==> src/rtl/param_counter.sv <==
// Parametrised up/down counter with prescaler, load, wrap/saturate mode
// and a registered terminal-count pulse.
module param_counter #(
  parameter int WIDTH    = 8,
  parameter int MODULUS  = 256,
  parameter int PRESCALE = 1,
  parameter int SATURATE = 0
) (
  input  logic             clk,
  input  logic             reset,
  input  logic             enable,
  input  logic             load,
  input  logic [WIDTH-1:0] load_value,
  input  logic             up_down,
  output logic [WIDTH-1:0] count,
  output logic             tc,
  output logic             at_limit
);

  if (MODULUS < 2 ||
      longint'(MODULUS) > (longint'(1) << WIDTH) ||
      PRESCALE < 1) begin : g_bad_param
    $error("param_counter: illegal MODULUS/PRESCALE");
  end

  localparam int PW = (PRESCALE > 1) ? $clog2(PRESCALE) : 1;
  localparam bit SAT = (SATURATE != 0);

  // Limit held at WIDTH+1 bits so MODULUS = 2**WIDTH stays exact.
  localparam logic [WIDTH:0] LIM = (WIDTH+1)'(MODULUS - 1);
  localparam logic [WIDTH:0] LIM_M1 = (WIDTH+1)'(MODULUS - 2);
  localparam logic [WIDTH-1:0] TOP = LIM[WIDTH-1:0];
  localparam logic [PW-1:0] PRE_END = PW'(PRESCALE - 1);

  logic [WIDTH-1:0] r_count;
  logic [PW-1:0]    r_pre;
  logic             r_tc;

  logic [WIDTH:0]   w_cnt_x;
  logic [WIDTH:0]   w_ld_x;
  logic             w_top;
  logic             w_zero;
  logic             w_step;
  logic [WIDTH-1:0] w_ld_val;

  assign w_cnt_x  = {1'b0, r_count};
  assign w_ld_x   = {1'b0, load_value};
  assign w_top    = (w_cnt_x == LIM);
  assign w_zero   = (r_count == '0);
  assign w_step   = enable && (r_pre == PRE_END);
  assign w_ld_val = (w_ld_x > LIM) ? TOP : load_value;

  always_ff @(posedge clk) begin
    if (reset) begin
      r_count <= '0;
      r_pre   <= '0;
      r_tc    <= 1'b0;
    end else if (load) begin
      r_count <= w_ld_val;
      r_pre   <= '0;
      r_tc    <= 1'b0;
    end else if (enable) begin
      r_pre <= w_step ? '0 : r_pre + PW'(1);
      r_tc  <= 1'b0;
      if (w_step) begin
        if (up_down) begin
          if (!w_top) begin
            r_count <= r_count + WIDTH'(1);
            // Saturating mode flags arrival at the top once
            r_tc    <= SAT && (w_cnt_x == LIM_M1);
          end else if (!SAT) begin
            r_count <= '0;
            r_tc    <= 1'b1;
          end
        end else begin
          if (!w_zero) begin
            r_count <= r_count - WIDTH'(1);
            r_tc    <= SAT && (r_count == WIDTH'(1));
          end else if (!SAT) begin
            r_count <= TOP;
            r_tc    <= 1'b1;
          end
        end
      end
    end else begin
      r_tc <= 1'b0;
    end
  end

  assign count    = r_count;
  assign tc       = r_tc;
  assign at_limit = up_down ? w_top : w_zero;

endmodule

==> config.mk <==
export PLATFORM = sky130hd
export DESIGN_NAME = param_counter
export DESIGN_NICKNAME = d
export VERILOG_FILES = /design/src/rtl/param_counter.sv
export SDC_FILE = /design/constraint.sdc
export NUM_CORES = 1
export LEC_CHECK = 0
export ABC_AREA = 1
export CAP_MARGIN = 5
export CORE_MARGIN = 4
export CORE_UTILIZATION = 38
export DETAILED_ROUTE_END_ITERATION = 6
export PLACE_DENSITY = 0.73
export SYNTH_ARGS = -nofsm -noshare
export SYNTH_HDL_FRONTEND = slang
export SYNTH_SLANG_ARGS = --single-unit
export TNS_END_PERCENT = 100
==> constraint.sdc <==
create_clock -name clk -period 2 [get_ports clk]
set_clock_uncertainty 0.15 [all_clocks]
set_input_delay 0.2 -clock clk [delete_from_list [all_inputs] [get_ports clk]]
set_output_delay 0.2 -clock clk [all_outputs]
set_load 0.01 [all_outputs]
==> impl_metrics.tcl <==
set metrics [dict create \
    finalCritPeriodShare_pct 91.4 \
    vias 1066 \
    status "finished, final reports clean" \
    clkSinkCount 10 \
    syn_inst 140 \
    cp_common_cell "inv_1" \
    dieArea_mm2 0.00313 \
    synth.ff_latch_count 10 \
    synthArstFlopShare_pct 0 \
    crit_arrival_ns 1.48 \
    grt_pass1_wl_um 4230 \
    avgSynthCellArea_um2 6.23 \
    fillers 215 \
    top_usage_layer "met2" \
    h-tree-depth 1 \
    max_stage_delay_ns 0.34 \
    power_mw 0.703 \
    cts-buffers-inserted 3 \
    crit_type "reg -> out" \
    hp-class "reg -> reg" \
    setup_tns_ns 0 \
    drv_slew 0 \
    cts-root-buf "clkbuf_4" \
    min_period_ns 1.83 \
    final_layout_size_suffix_gt1_share_pct 17.7 \
    vias_per_cell 5.25 \
    crit_slowest_cell "dfxtp_2" \
    rsz0062_at_grt "no" \
    hpwlAfterDp_um 2080 \
    drv_cap 0 \
    fmax_ghz 0.547 \
    cp-end-kind "output pin" \
    area_growth_pct 41.3 \
    rows 17 \
    synth_top_area_share_pct 23.0 \
    antenna_found_initial 0 \
    synth_cell_types 29 \
    gp_congestion 0.973 \
    crit_path_max_fanout 4 \
    cp-start-kind "register" \
    yosys-top-cells-area "dfxtp_1 23%, nand2_1 14%, inv_1 9.5%" \
    synth_xor_area_share_pct 4.02 \
    required_ns 1.65 \
    hold_depth 2 \
    fin_hold_ws_ns 0.307 \
    synth_area_um2 872 \
    insertedDiodeCount 0 \
    synth_nets 156 \
    drtPass1Iterations 4 \
    synth-main-ff-cell "dfxtp_1" \
    drt-initial-drc-count 14 \
    regArea_um2 203 \
    pre_cts_ws_ns 0.0465 \
    setup_ws_ns 0.172 \
    layout.nets 192 \
    multi_input_area_um2 556 \
    synth-edff-count 0 \
    cp_num_buf_inv 4 \
    die_w_um 55.9 \
    worstMarginPinSlew_ns 0.269 \
    hold_viol_final 0 \
    power.static_leakage_nw 0.595 \
    synth_top_family_by_area "simple AND/OR/NAND/NOR gates" \
    core_area_mm2 0.00219 \
    cts_max_path_buffers 2 \
    clk_latency_ns 0.27 \
    yosysWarningCount 0 \
    slew_headroom_pct 82.0 \
    start_util_pct 39.8 \
    grt_use_met3_pct 5.57 \
    setup_viol 0 \
    ir_worst_vdd_v 0.000436 \
    ys_seq_area_share_pct 23.0 \
    drc 0 \
    ff2ff_path_depth 12 \
    io_buffers 22 \
    first_global_vias 1041 \
    tritoncts "built" \
    synth-compound-area-share_pct 17.8 \
    grt_start_max_net_pins 12 \
    die_height_um 55.9 \
    drt_wl_total_um 2620 \
    synth_mux_area_share_pct 0 \
    synth_top_cell_by_area "dfxtp_1" \
    crit_chain "inv_1 -> ha_1 -> inv_1 -> nor3_2 -> nand2_2 -> nor2_4 -> inv_2 -> nand2_1 -> clkbuf_2" \
    grtUsageMet1_pct 18.7 \
    grt_use_total_pct 16.7 \
    boundaryPins 23 \
    synthSimpleGateAreaFrac_pct 37.0 \
    worst-path-stages 9 \
    synthAdderAreaFrac_pct 4.30 \
    grt-ovfl-total 0 \
    grtUsageMet2_pct 29.1 \
    wl_per_cell_um 12.9 \
    p_per_area_mw_per_mm2 570 \
    ant_nets 0 \
    clkTransAtPathRegs_ns 0.08 \
    cpLargestDelayFamily "simple AND/OR/NAND/NOR gates" \
]
[layout make-up]
| cell class | instances | share of cell area [%] |
|---|---|---|
| clock buffer | 4 | 2.94 |
| inverter | 24 | 7.31 |
| multi-input combinational | 102 | 45.1 |
| sequential | 10 | 16.4 |
| tap | 28 | 2.84 |
| timing repair buffer | 35 | 25.4 |
[cells by family (layout without fill, tap and decap cells)]
family / Yosys count / in the layout
flops: 10 / 10
xor+xnor: 4 / 4
compound gates: 26 / 26
buf+inv: 28 / 63
fa+ha+maj: 3 / 3
simple gates: 69 / 69
[what timing repair did]
action | CTS | global route
gates resized for setup | 1 | 5
pin swaps | 0 | 0
hold buffers | 0 | 0
buffers inserted | 0 | 0
endpoints found under the hold margin | 0 | 0
setup endpoints to repair | 1 | 1
[where the power goes]
part           switching [mW]  total [mW]  internal (mW)
combinational           0.143       0.274          0.131
sequential             0.0215       0.236          0.215
clock                  0.0818       0.192          0.111
total                   0.246       0.703          0.457
[worst min-delay path, cell delays in order, from the launching register on]
cell	delay, ns
dfxtp_1	0.30
inv_1	0.06
nor3_1	0.05
[registers in the layout, indices dropped and copies added (netlist names)]
name,count
r_pre,1
tc,1
count,8
[metal layers]
layer  vias up  share of wire, %
li1        530                 -
met1       483                40
met2        43                51
met3        10               6.5
met4         0               2.6
met5         -                 0
[cell usage after synthesis, drive strengths merged, types with 2 or more instances]
master	instances
a21oi	10
a31oi	2
buf	4
dfxtp	10
ha	3
inv	24
nand2	33
nand3	12
nand4	2
nor2	15
nor3	3
o211ai	3
o21ai	8
o221ai	3
xor2	3
[stage by stage]
step,area [um^2],std cells,util (%)
floorplan,872,140,-
global placement,1190,199,54.5
detailed placement,1190,199,54.5
CTS,1230,203,56.1
global route,1230,203,56.3
finish,1230,203,56.3
[cell usage in the layout (no fill, tap or decap), types with 2 or more instances in the layout]
cell type        instances
o21ai_0                  7
a21oi_1                  9
inv_1                   22
nand2_1                 32
nand3_2                  2
o221ai_1                 3
clkdlybuf4s50_1         21
nand4_1                  2
o211ai_1                 3
xor2_1                   3
inv_2                    2
dfxtp_2                  2
buf_4                   13
dfxtp_1                  8
nand3_1                 10
ha_1                     3
nor2_1                  13
clkbuf_4                 3
a31oi_1                  2
nor3_1                   2
[final timing paths]
check | from | end | slack [ns]
setup / recovery | count[0] | at_limit | 0.17
hold reg to reg | r_pre | r_pre | 0.31
setup reg to reg | count[0] | count[6] | 0.23
hold / removal | r_pre | r_pre | 0.31
No activity file was read; power rests on OpenSTA's default activity.
